### config.mk
export PLATFORM = sky130hd
export DESIGN_NAME = id_queue_decoder
export DESIGN_NICKNAME = d
export VERILOG_FILES = /design/src/rtl/id_queue_decoder_pkg.sv /design/src/rtl/id_queue_decoder_inst_fifo.sv /design/src/rtl/id_queue_decoder.sv
export SDC_FILE = /design/constraint.sdc
export NUM_CORES = 1
export LEC_CHECK = 0
export BUFFER_PORTS_ARGS = -buffer_cell sky130_fd_sc_hd__buf_2
export CAP_MARGIN = 25
export CORE_MARGIN = 5
export CORE_UTILIZATION = 55
export DETAILED_ROUTE_END_ITERATION = 10
export PLACE_DENSITY = 0.76
export SLEW_MARGIN = 40
export SYNTH_ARGS = -nofsm -noshare
export SYNTH_HDL_FRONTEND = slang
export SYNTH_SLANG_ARGS = --single-unit
### constraint.sdc
create_clock -name clk -period 3.8 [get_ports clk]
set_input_delay 0.38 -clock clk [delete_from_list [all_inputs] [get_ports clk]]
set_output_delay 0.38 -clock clk [all_outputs]
set_load 0.005 [all_outputs]
### src/rtl/id_queue_decoder_pkg.sv
// Shared widths, MIPS32 opcode/funct encodings and instruction-type enum
// for the queued decode stage.
package id_queue_decoder_pkg;

    localparam int unsigned WORD_WIDTH   = 32;
    localparam int unsigned OP_WIDTH     = 6;
    localparam int unsigned FUNCT_WIDTH  = 6;
    localparam int unsigned REG_ADDR_W   = 5;
    localparam int unsigned WORD_INDEX_W = 5;

    typedef enum logic [1:0] {
        R_TYPE = 2'd0,
        I_TYPE = 2'd1,
        J_TYPE = 2'd2
    } inst_type_t;

    localparam logic [OP_WIDTH-1:0] OP_SPECIAL   = 6'h00;
    localparam logic [OP_WIDTH-1:0] OP_BGEZ_BLTZ = 6'h01;
    localparam logic [OP_WIDTH-1:0] OP_J         = 6'h02;
    localparam logic [OP_WIDTH-1:0] OP_JAL       = 6'h03;
    localparam logic [OP_WIDTH-1:0] OP_BEQ       = 6'h04;
    localparam logic [OP_WIDTH-1:0] OP_BNE       = 6'h05;
    localparam logic [OP_WIDTH-1:0] OP_BLEZ      = 6'h06;
    localparam logic [OP_WIDTH-1:0] OP_BGTZ      = 6'h07;
    localparam logic [OP_WIDTH-1:0] OP_ADDI      = 6'h08;
    localparam logic [OP_WIDTH-1:0] OP_ADDIU     = 6'h09;
    localparam logic [OP_WIDTH-1:0] OP_SLTI      = 6'h0A;
    localparam logic [OP_WIDTH-1:0] OP_SLTIU     = 6'h0B;
    localparam logic [OP_WIDTH-1:0] OP_ANDI      = 6'h0C;
    localparam logic [OP_WIDTH-1:0] OP_ORI       = 6'h0D;
    localparam logic [OP_WIDTH-1:0] OP_XORI      = 6'h0E;
    localparam logic [OP_WIDTH-1:0] OP_LUI       = 6'h0F;
    localparam logic [OP_WIDTH-1:0] OP_LB        = 6'h20;
    localparam logic [OP_WIDTH-1:0] OP_LH        = 6'h21;
    localparam logic [OP_WIDTH-1:0] OP_LW        = 6'h23;
    localparam logic [OP_WIDTH-1:0] OP_LBU       = 6'h24;
    localparam logic [OP_WIDTH-1:0] OP_LHU       = 6'h25;
    localparam logic [OP_WIDTH-1:0] OP_SB        = 6'h28;
    localparam logic [OP_WIDTH-1:0] OP_SH        = 6'h29;
    localparam logic [OP_WIDTH-1:0] OP_SW        = 6'h2B;

    localparam logic [FUNCT_WIDTH-1:0] FUNCT_SLL = 6'h00;
    localparam logic [FUNCT_WIDTH-1:0] FUNCT_SRL = 6'h02;
    localparam logic [FUNCT_WIDTH-1:0] FUNCT_SRA = 6'h03;

endpackage

### src/rtl/id_queue_decoder_inst_fifo.sv
// Flushable FIFO of {pc, inst} pairs with a combinational head and entry count.
module inst_fifo #(
    parameter int unsigned W2    = 64,
    parameter int unsigned DEPTH = 4
) (
    input  logic                     clk,
    input  logic                     rst,
    input  logic                     flush,
    input  logic                     push,
    input  logic                     pop,
    input  logic [W2-1:0]            din,
    output logic [W2-1:0]            dout,
    output logic                     full,
    output logic                     empty,
    output logic [$clog2(DEPTH):0]   count
);

    localparam int unsigned AW = $clog2(DEPTH);

    logic [W2-1:0] mem [DEPTH];
    logic [AW-1:0] wr_ptr;
    logic [AW-1:0] rd_ptr;
    logic [AW:0]   count_q;
    logic          do_push;
    logic          do_pop;

    assign full    = (count_q == (AW+1)'(DEPTH));
    assign empty   = (count_q == '0);
    assign count   = count_q;
    assign dout    = mem[rd_ptr];
    assign do_push = push && !full && !flush;
    assign do_pop  = pop && !empty && !flush;

    // DEPTH is a power of two, so pointer overflow is the modulo wrap.
    always_ff @(posedge clk or posedge rst) begin
        if (rst) begin
            wr_ptr  <= '0;
            rd_ptr  <= '0;
            count_q <= '0;
        end else if (flush) begin
            wr_ptr  <= '0;
            rd_ptr  <= '0;
            count_q <= '0;
        end else begin
            if (do_push) wr_ptr <= wr_ptr + 1'b1;
            if (do_pop)  rd_ptr <= rd_ptr + 1'b1;
            case ({do_push, do_pop})
                2'b10:   count_q <= count_q + 1'b1;
                2'b01:   count_q <= count_q - 1'b1;
                default: count_q <= count_q;
            endcase
        end
    end

    always_ff @(posedge clk) begin
        if (do_push) mem[wr_ptr] <= din;
    end

endmodule

### src/rtl/id_queue_decoder.sv
// Decode stage: instruction queue feeding a registered MIPS32 field decoder,
// valid/ready on both sides, flushable, with optional empty-queue bypass.
module id_queue_decoder
    import id_queue_decoder_pkg::*;
#(
    parameter int unsigned W      = WORD_WIDTH,
    parameter int unsigned DEPTH  = 4,
    parameter bit          BYPASS = 1'b1
) (
    input  logic                      clk,
    input  logic                      rst,
    input  logic                      flush,
    input  logic                      in_valid,
    output logic                      in_ready,
    input  logic [W-1:0]              in_inst,
    input  logic [W-1:0]              in_pc,
    output logic                      out_valid,
    input  logic                      out_ready,
    output logic [1:0]                inst_type,
    output logic [OP_WIDTH-1:0]       op_code,
    output logic [FUNCT_WIDTH-1:0]    funct,
    output logic [REG_ADDR_W-1:0]     rs,
    output logic [REG_ADDR_W-1:0]     rt,
    output logic [REG_ADDR_W-1:0]     rd,
    output logic [WORD_INDEX_W-1:0]   shamt,
    output logic [W-1:0]              imm,
    output logic [W-1:0]              pc,
    output logic [$clog2(DEPTH):0]    occupancy
);

    logic [2*W-1:0] head;
    logic           fifo_full;
    logic           fifo_empty;
    logic           can_load;
    logic           fire_in;
    logic           deq;
    logic           bypass;
    logic           load;
    logic [W-1:0]   src_inst;
    logic [W-1:0]   src_pc;
    logic [W-29:0]  pc4_hi;
    inst_type_t     dec_type;
    logic [W-1:0]   dec_imm;
    inst_type_t     type_q;

    assign in_ready = !fifo_full;
    assign can_load = !out_valid || out_ready;
    assign fire_in  = in_valid && in_ready;
    assign deq      = !fifo_empty && can_load;
    // Bypass only with an empty queue, so it can never overtake queued entries.
    assign bypass   = BYPASS && fifo_empty && can_load && fire_in;
    assign load     = deq || bypass;

    inst_fifo #(
        .W2    (2*W),
        .DEPTH (DEPTH)
    ) u_fifo (
        .clk   (clk),
        .rst   (rst),
        .flush (flush),
        .push  (fire_in && !bypass),
        .pop   (deq),
        .din   ({in_pc, in_inst}),
        .dout  (head),
        .full  (fifo_full),
        .empty (fifo_empty),
        .count (occupancy)
    );

    assign {src_pc, src_inst} = deq ? head : {in_pc, in_inst};

    // Upper bits of pc+4: only a carry out of pc[27:2] can change them.
    assign pc4_hi = src_pc[W-1:28] + (W-28)'(&src_pc[27:2]);

    always_comb begin
        dec_type = I_TYPE;
        dec_imm  = '0;
        case (src_inst[31:26])
            OP_SPECIAL: begin
                dec_type = R_TYPE;
                if (src_inst[5:0] == FUNCT_SLL || src_inst[5:0] == FUNCT_SRL ||
                    src_inst[5:0] == FUNCT_SRA)
                    dec_imm = {{(W-5){1'b0}}, src_inst[10:6]};
            end
            OP_J, OP_JAL: begin
                dec_type = J_TYPE;
                dec_imm  = {pc4_hi, src_inst[25:0], 2'b00};
            end
            OP_LB, OP_LBU, OP_LH, OP_LHU, OP_LW, OP_SB, OP_SH, OP_SW,
            OP_ADDI, OP_ADDIU, OP_SLTI, OP_SLTIU:
                dec_imm = {{(W-16){src_inst[15]}}, src_inst[15:0]};
            OP_ANDI, OP_ORI, OP_XORI:
                dec_imm = {{(W-16){1'b0}}, src_inst[15:0]};
            OP_BEQ, OP_BNE, OP_BLEZ, OP_BGTZ, OP_BGEZ_BLTZ:
                dec_imm = {{(W-18){src_inst[15]}}, src_inst[15:0], 2'b00};
            OP_LUI:
                dec_imm = {src_inst[15:0], {(W-16){1'b0}}};
            default:
                dec_imm = '0;
        endcase
    end

    always_ff @(posedge clk or posedge rst) begin
        if (rst) begin
            out_valid <= 1'b0;
            type_q    <= I_TYPE;
            op_code   <= '0;
            funct     <= '0;
            rs        <= '0;
            rt        <= '0;
            rd        <= '0;
            shamt     <= '0;
            imm       <= '0;
            pc        <= '0;
        end else if (flush) begin
            out_valid <= 1'b0;
        end else if (load) begin
            out_valid <= 1'b1;
            type_q    <= dec_type;
            op_code   <= src_inst[31:26];
            funct     <= src_inst[5:0];
            rs        <= src_inst[25:21];
            rt        <= src_inst[20:16];
            rd        <= src_inst[15:11];
            shamt     <= src_inst[10:6];
            imm       <= dec_imm;
            pc        <= src_pc;
        end else if (out_ready) begin
            out_valid <= 1'b0;
        end
    end

    assign inst_type = type_q;

endmodule

==> run metrics, run 1 <==
number of core rows 60; DR WL met2 17,900 um; largest net degree at the start of global routing 68; number of synthesized register bits 362; Final setup violation count 0; synthesized instance count 975; post-synth net total 1,051; Post-synth ARST share 0.293; Worst Setup SP u_fifo.count[0]; final setup TNS 0 ns; CTS sink cnt 362; Synthesis Warnings 0; area growth from synthesis to layout 17.5%; met3 wire length 2700 um; Slew HR 0.542; sequential cell area 10,300 um2; Die Y 176 um; Detailed Route WL 36,400 um; hold_sp in_pc[7]; die area 30,800 um2; Overflow after GRT 0; Worst setup EP type flop; final hold vios 0; Nets 1,248; Max Transition Viols Final 0; Worst VDD drop 0.403 mV; R2R cell count 12; Longest Clk Path Bufs 3; hpwl dp 24,300 um; Layout Skew 0.0183 ns; vias in the first global route 9,451; initial DRC count 903; CTS tree yes; pre-CTS setup slack 0.379 ns; ranking of synthesized cells by area edfxtp_1 51%, dfrtp_1 17%, mux4_2 9.4%; Hold EP u_fifo.mem[3][39]; register area share after synthesis 0.686; hold crit path type input port to flop; max-cap viol count 0; Worst Hold Path Cells 1; RePlAce Congestion 0.877; share of cells above drive strength 1 0.311; I/O pins 172; buffer and inverter count on the worst path 1; antenna violation net count after detailed routing 0; Via density 5.99; number of port buffers 171; Vias 9,260; Worst setup SP type flop; Max FO, Critical Path 28; Leak 6.83 nW; crit path cell chain nor3_2, nor2_4, buf_12, mux2i_1, nor4_1, nand4_1, nor4_1, ha_1, ha_1, nor3b_1, o211ai_1, o211ai_1; synthesized area per cell 15.5 um2; H-tree depth 2; die width 176 um; CTS buffer count 37; slowest CP cell dfrtp_1; Multi-input gate area 4460 um2; worst slew pin tran 0.685 ns; Tot Pwr 0.0128 W; Root Driver clkbuf_16; GRT Util Overall 0.235; RSZ-0062 raised after global routing no; DRC 0; crit share post-route 0.913; fin crit period 3.47 ns; final worst setup slack 0.330 ns; filler cell count 1,913; Top Metal Used met5; cell taking the most area after synthesis edfxtp_1; Worst path max stage delay 0.48 ns; post-synthesis cell type count 66; delay-heaviest family, CP simple AND/OR/NAND/NOR gates; Critical Path AT 3.84 ns; core box area 27,000 um2; outcome complete, no violations; wl on met1 15,100 um; ys flop type edfxtp_1; global-route wire length before repair 56,100 um; fmax 0.288 GHz; R2R Path End imm[29]; Crit Path Class flop to flop; share of the synthesized area in the top cell type 0.510; Initial Util 0.560; EDFF count, synth 256; initial antenna violation count 4; Clock Latency Late Sink 0.52 ns; Resized cells post-CTS 0; power density over cell area 724 nW/um2; iteration count of the initial detailed-routing pass 5; RR Startpoint u_fifo.count[0]; Critical Path RT 4.17 ns; r2r setup slk 0.33 ns; fin util 0.658; Worst-path clk slew 0.06 ns; Post-Syn Area 15,100 um2; wire per inst 23.5 um
[worst max-delay path by stage]
stage	cells past startpoint	to	slack [ns]
5_1_grt	12	imm[31]	0.11
6_report	12	imm[29]	0.33
2_1_floorplan	7	u_fifo.mem[0][0]	0.38
3_3_place_gp	12	imm[29]	0.50
3_5_place_dp	12	imm[29]	0.38
4_1_cts	12	imm[29]	0.33
[routing by layer]
layer / track usage / up-vias
met5: 0 / -
met3: 0.0512 / 52
li1: - / 4158
met1: 0.333 / 4669
met2: 0.379 / 377
met4: 0.0598 / 4
[cell usage in the layout (no fill, tap or decap), types with 10 or more instances in the layout]
| cell | instances |
|---|---|
| clkbuf_16 | 40 |
| buf_2 | 171 |
| o211ai_1 | 17 |
| mux2i_1 | 40 |
| clkinv_2 | 10 |
| nand2_1 | 170 |
| dfrtp_1 | 103 |
| o211ai_2 | 11 |
| clkbuf_1 | 10 |
| o21ai_0 | 58 |
| nand3_1 | 12 |
| nor3_1 | 15 |
| and3b_1 | 10 |
| mux4_2 | 63 |
| edfxtp_1 | 256 |
| buf_4 | 37 |
| nor2_1 | 20 |
[sequential cells by signal, indices dropped and copies added (netlist names)]
signal and cells:
funct 6, imm 32, inst_type 2, op_code 6, out_valid 1, pc 32
rd 5, rs 5, rt 5, shamt 5, u_fifo.count 3, u_fifo.mem 256
u_fifo.rd_ptr 2, u_fifo.wr_ptr 2
[synthesized netlist by cell type (3+ instances only)]
library cell / n
edfxtp_1: 256
nand2_1: 170
dfrtp_1: 105
mux4_2: 63
o21ai_0: 58
mux2i_1: 40
clkbuf_1: 33
nor2_1: 20
o211ai_1: 17
nor3_1: 16
and2_1: 13
buf_2: 13
nand3_1: 12
o211ai_2: 11
and3b_1: 10
nand4_1: 9
o221ai_1: 9
buf_4: 8
inv_1: 7
a31oi_1: 6
ha_1: 6
xnor2_1: 6
a21oi_1: 5
and3_1: 5
mux2_2: 5
a211oi_1: 4
nor4_1: 4
o21ai_1: 4
o221ai_2: 4
a21boi_0: 3
a221oi_1: 3
a32oi_1: 3
o22ai_1: 3
or3_1: 3
[logic make-up after synthesis]
group | count (synthesis) | synth area share
AO/OA/AOI/OAI | 148 | 0.0737
buffers and inverters | 65 | 0.0202
flip-flops | 362 | 0.686
XOR/XNOR | 8 | 0.00465
multiplexers | 109 | 0.126
adder cells (fa/ha/maj) | 7 | 0.00630
AND/OR/NAND/NOR | 276 | 0.0835
[power breakdown]
| group | switching (W) | internal, W | total [W] | leakage (nW) |
|---|---|---|---|---|
| Sequential | 0.000477 | 0.00489 | 0.00536 | 3.66 |
| Clock | 0.00147 | 0.00202 | 0.00349 | 0.575 |
| Combinational | 0.00228 | 0.00170 | 0.00398 | 2.59 |
[stage by stage]
stage                     hold slack, ns  cell area [um2]  instances
after floorplan                    0.470            15100        975
after global placement             0.456            16500       1473
after detailed placement           0.460            16500       1473
after CTS                         0.0669            17700       1542
after global routing              0.0708            17700       1544
final                             0.0872            17700       1546
[final cells by class]
class | instances | share of cell area
Sequential cell | 362 | 0.584
Multi-Input combinational cell | 548 | 0.252
Timing Repair Buffer | 216 | 0.0724
Clock buffer | 51 | 0.0594
Tap cell | 341 | 0.0241
Clock inverter | 17 | 0.00649
Inverter | 7 | 0.00176
Antenna cell | 4 | 0.000565
[timing repair]
item / 4_1_cts / 5_1_grt
setup buffers: 0 / 0
hold buffers: 1 / 0
endpoints found under the hold margin: 13 / 0
No activity file was read; power rests on OpenSTA's default activity.
==> run 2, diff against run 1 <==
--- a/config.mk
+++ b/config.mk
@@ -5,6 +5,7 @@
 export SDC_FILE = /design/constraint.sdc
 export NUM_CORES = 1
 export LEC_CHECK = 0
+export ABC_AREA = 1
 export BUFFER_PORTS_ARGS = -buffer_cell sky130_fd_sc_hd__buf_2
 export CAP_MARGIN = 25
 export CORE_MARGIN = 5
==> run 2 against run 1 <==
Compared with the run above:
- the run now ends with negative hold slack left
- register-to-register slack improved by 0.15 ns
- sequential power decreased by 2%
- die area increased by 3.9%
- maximum frequency increased by 4.5%
- combinational power increased by 18%
- sequential share of layout area decreased by 0.68 points
- utilization decreased by 1.7 points
==> run metrics, run 2 <==
outcome finished with violations; failing checks negative hold slack; Commonest cells post-synth 450 x nand2_1, 256 x edfxtp_1, 159 x nor2_1; Resized cells post-CTS 0; power density over cell area 754 nW/um2; wire per inst 18.1 um; fin util 0.640; ys flop type edfxtp_1; Leak 7.72 nW; Max Transition Viols Final 0; synthesized instance count 1,502; die area 32,000 um2; Regs by FF count u_fifo.mem (256), imm (32), pc (32); delay-heaviest family, CP simple AND/OR/NAND/NOR gates; post-synth net total 1,578; initial DRC count 1,059; filler cell count 2,155; antenna violation net count after detailed routing 0; Layout Skew 0.0290 ns; worst slew pin tran 0.786 ns; register area share after synthesis 0.659; fin crit period 3.32 ns; core box area 28,000 um2; ranking of synthesized cells by area edfxtp_1 49%, dfrtp_1 17%, nand2_1 11%; vias in the first global route 10.8k; number of synthesized register bits 362; Critical Path AT 3.73 ns; CTS buffer count 38; Clock Latency Late Sink 0.54 ns; crit path cell chain inv_1, nor2_2, inv_1, nand2_2, buf_4, a31oi_1, a22oi_1, nor3_1, nand3_1, nor2_1, ha_1, ha_1, nand3_1, nand2_1, inv_1, nand3_1, nand2_1, nand2_1; H-tree depth 2; share of the synthesized area in the top cell type 0.490; Critical Path RT 4.21 ns; Worst-path clk slew 0.06 ns; Post-synth ARST share 0.293; Post-Syn Area 15,700 um2; CTS tree yes; max reg flops 256; Detailed Route WL 37,400 um; Initial Util 0.561; hold_ws -0.0130 ns; RSZ-0062 raised after global routing no; Worst setup SP type flop; R2R cell count 18; Overflow after GRT 0; crit share post-route 0.874; final hold vios 37; R2R Path End imm[29]; Slew HR 0.470; Root Driver clkbuf_16; Multi-input gate area 4520 um2; commonest cells after routing, fill and taps aside 450 x nand2_1, 256 x edfxtp_1, 171 x buf_2, 155 x nor2_1, 115 x o21ai_0; fmax 0.301 GHz; EDFF count, synth 256; CTS Hold Buffers Added 0; Die Y 179 um; sequential cell area 10,300 um2; global-route wire length before repair 58,400 um; Synthesis Warnings 0; Crit Path Class flop to flop; final worst setup slack 0.477 ns; largest net degree at the start of global routing 133; Largest Register u_fifo.mem; most common cell in the netlist nand2_1; hold crit path type input port to asynchronous set/reset pin; number of core rows 61; slowest CP cell nand2_2; cell taking the most area after synthesis edfxtp_1; most common cell after layout, fill and taps aside nand2_1; RePlAce Congestion 0.837; iteration count of the initial detailed-routing pass 5; r2r setup slk 0.48 ns; CTS sink cnt 362; Max FO, Critical Path 35; RR Startpoint out_valid; Nets 1,730; post-CTS setup buffers 0; I/O pins 172; Longest Clk Path Bufs 3; pre-CTS setup slack 0.457 ns; buffer and inverter count on the worst path 4; number of port buffers 171; initial antenna violation count 10; Worst path max stage delay 0.42 ns; synthesized area per cell 10.5 um2; DRC 0; area growth from synthesis to layout 14.2%; hpwl dp 23,700 um; die width 179 um; share of cells above drive strength 1 0.180; Vias 11.3k; max-cap viol count 0; GRT Util Overall 0.234; Worst setup EP type flop; Final setup violation count 0; Worst VDD drop 0.470 mV; post-synthesis cell type count 42; Via density 5.46
[run 2: changes by cell type after synthesis, moves of 14 or more]
| cell | delta |
|---|---|
| o21ai_0 | +57 |
| a21oi_1 | +16 |
| buf_6 | +14 |
| nand3_1 | +89 |
| mux2i_1 | -39 |
| inv_1 | +70 |
| nor2_1 | +139 |
| o211ai_1 | -16 |
| a22oi_1 | +14 |
| nand2_1 | +280 |
| mux4_2 | -63 |
| a31oi_1 | +27 |
[run 2: cells by family after synthesis]
group	synth area share
AO/OA/AOI/OAI	0.0760
AND/OR/NAND/NOR	0.200
multiplexers	0.000638
XOR/XNOR	0.00223
adder cells (fa/ha/maj)	0.00606
flip-flops	0.659
buffers and inverters	0.0563
[run 2: how the worst max path moves through the flow]
stage	from	cells after the start	endpoint
final	out_valid	18	imm[29]
after global routing	out_valid	18	imm[29]
after CTS	out_valid	18	imm[29]
after detailed placement	out_ready	17	imm[29]
after global placement	out_ready	17	imm[29]
after floorplan	out_ready	7	u_fifo.mem[0][0]
[run 2: power breakdown]
group	switching [W]	total (W)	internal [W]	leakage [nW]
clock network	0.00149	0.00361	0.00212	0.602
logic	0.00321	0.00469	0.00148	3.48
registers	0.000358	0.00523	0.00487	3.64
[run 2: stage by stage]
step	power, W	cell area [um2]	hold WS [ns]	setup TNS, ns	cells
floorplan	0.00859	15700	0.443	-123.03	1502
global placement	0.00984	16700	0.457	0	1992
detailed placement	0.00995	16700	0.459	0	1992
CTS	0.0136	17900	0.00524	0	2062
global route	0.0144	17900	0.0495	0	2064
finish	0.0135	17900	-0.0130	0	2064
[run 2: metal layers]
metal,vias to the layer above,GRT usage,share of wire
met5,-,0,0.0027
met4,16,0.0732,0.023
met3,73,0.0527,0.087
met2,451,0.382,0.48
met1,5352,0.314,0.40
li1,5371,-,-
[run 2: layout make-up]
cell class                 count  area share
sequential                   362       0.577
multi-input combinational    976       0.252
timing repair buffer         195      0.0585
clock buffer                  48      0.0568
tap                          378      0.0264
inverter                      81      0.0176
clock inverter                22      0.0116
antenna                        2    0.000279
==> run 3, diff against run 2 <==
==> constraint.sdc (replaced) <==
create_clock -name clk -period 4.19 [get_ports clk]
set_input_delay 0.419 -clock clk [delete_from_list [all_inputs] [get_ports clk]]
set_output_delay 0.419 -clock clk [all_outputs]
set_load 0.005 [all_outputs]
==> run 3 against run 2 <==
Compared with the run above:
- non-clock buffer count down 1
- clock skew down 0.011 ns
- largest cell class unchanged
- the run now ends clean
- hold slack better by 0.051 ns
- sequential share of layout area down 0.26 points
- cell count down 0.15%
- clock power down 6.4%
==> run metrics, run 3 (synthesized netlist as in run 2, its figures left out) <==
power density over cell area 688 nW/um2; global-route wire length before repair 59,000 um; Nets 1,729; area growth from synthesis to layout 14.8%; RSZ-0062 raised after global routing no; Leak 7.75 nW; filler cell count 2,173; met3 wire length 2940 um; Resized cells post-CTS 0; CTS sink cnt 362; antenna violation net count after detailed routing 0; crit path cell chain buf_12, nor2_1, nor2_1, o21ai_0, o211ai_1, o21ai_1, nor4_1, nand3_1, nor2_1, ha_1, nand3_1, nor2_1, nand2_1, nand3_1, nand3_2, nand2_1, nand2_1; Crit Path Class flop to flop; I/O pins 172; Worst path max stage delay 0.45 ns; die width 179 um; Root Driver clkbuf_16; Overflow after GRT 0; wire per inst 18.4 um; Regs by FF count u_fifo.mem (256), imm (32), pc (32); DRC 0; Vias 11.3k; cell internal pwr 0.00781 W; Largest Register u_fifo.mem; vias in the first global route 10.8k; R2R cell count 17; number of port buffers 171; Net Switching 0.00458 W; H-tree depth 2; Worst setup SP type flop; CTS Hold Buffers Added 0; dpl cells 1,991; initial antenna violation count 5; Via density 5.49; Worst-path clk slew 0.06 ns; Worst setup EP type flop; hold crit path type input port to asynchronous set/reset pin; buffer and inverter count on the worst path 1; slowest CP cell dfrtp_4; crit share post-route 0.814; Initial Util 0.561; max-cap viol count 0; RePlAce Congestion 0.860; worst slew pin tran 0.897 ns; hpwl dp 23,700 um; fmax 0.293 GHz; share of cells above drive strength 1 0.180; Tot Pwr 0.0124 W; CTS buffer count 38; Crit path depth 17; largest net degree at the start of global routing 133; number of core rows 61; Crit path top cell by count nor2_1; die area 32,000 um2; iteration count of the initial detailed-routing pass 5; outcome complete, no violations; Worst VDD drop 0.530 mV; commonest cells after routing, fill and taps aside 450 x nand2_1, 256 x edfxtp_1, 171 x buf_2, 155 x nor2_1, 115 x o21ai_0; Top Metal Used met5; final std cells w/o fill 2,061; Max Transition Viols Final 0; Critical Path AT 3.81 ns; Die Y 179 um; most common cell after layout, fill and taps aside nand2_1; GRT Util Overall 0.236; Critical Path RT 4.59 ns; wl on met1 15,900 um; Longest Clk Path Bufs 3; Slew HR 0.396; DR WL met2 18,200 um; Layout Skew 0.0177 ns; Switching Fraction 0.369; Detailed Route WL 37,900 um; max reg flops 256; Clock Latency Late Sink 0.52 ns; Final setup violation count 0; final hold vios 0; CTS tree yes; post-CTS setup buffers 0; combinational power share 0.344; clock share of power 0.273; Seq pwr share 0.383; initial DRC count 1,152; core box area 28,000 um2; delay-heaviest family, CP simple AND/OR/NAND/NOR gates; Max FO, Critical Path 132; fin crit period 3.41 ns
==> run 3: final timing paths <==
path / end / slack (ns) / from
min in group clk: out_valid / 0.12 / flush
worst min register to register: imm[16] / 0.47 / imm[16]
worst max register to register: imm[31] / 0.78 / u_fifo.rd_ptr[0]
max in group asynchronous: rs[1] / 3.31 / rst
worst max-delay path: imm[31] / 0.78 / u_fifo.rd_ptr[0]
worst min-delay path: shamt[0] / 0.04 / rst
==> run 3: worst register-to-register path: stages, from the launching register on <==
cell and delay (ns):
dfrtp_4 0.45, buf_12 0.44, nor2_1 0.20, nor2_1 0.11, o21ai_0 0.12, o211ai_1 0.14
o21ai_1 0.16, nor4_1 0.31, nand3_1 0.16, nor2_1 0.31, ha_1 0.26, nand3_1 0.12
nor2_1 0.15, nand2_1 0.06, nand3_1 0.10, nand3_2 0.07, nand2_1 0.07, nand2_1 0.06
==> run 3: routing by layer <==
layer  vias to the layer above  global-route usage
met1                      5423               0.328
met4                        10              0.0553
li1                       5373                   -
met3                        62              0.0415
met5                         -                   0
met2                       455               0.391
==> run 3: final cells by class <==
| type | instances | area (um2) | area share |
|---|---|---|---|
| tap | 378 | 473 | 0.0262 |
| clock inverter | 14 | 151 | 0.00840 |
| timing repair buffer | 194 | 1090 | 0.0606 |
| inverter | 81 | 312 | 0.0173 |
| sequential | 362 | 10300 | 0.574 |
| multi-input combinational | 976 | 4520 | 0.251 |
| antenna | 1 | 2.50 | 0.000139 |
| clock buffer | 55 | 1120 | 0.0623 |
==> run 3: power by group through the flow <==
stage	Combinational (W)	Sequential, W	Clock, W
2_1_floorplan	0.00302	0.00477	0
3_3_place_gp	0.00415	0.00479	0
3_5_place_dp	0.00424	0.00480	0
4_1_cts	0.00427	0.00474	0.00341
5_1_grt	0.00479	0.00479	0.00357
6_report	0.00426	0.00475	0.00338
==> run 3: through the flow <==
stage          area (um2)   util  hold WS, ns  TNS (ns)  setup slack (ns)
3_5_place_dp        16700  0.598        0.460         0             0.788
3_3_place_gp        16700  0.598        0.458         0             0.897
6_report            18000  0.643       0.0384         0             0.779
4_1_cts             18000  0.643       0.0585         0             0.846
2_1_floorplan       15700      -        0.472    -33.17            -0.130
5_1_grt             18000  0.643        0.108         0             0.566
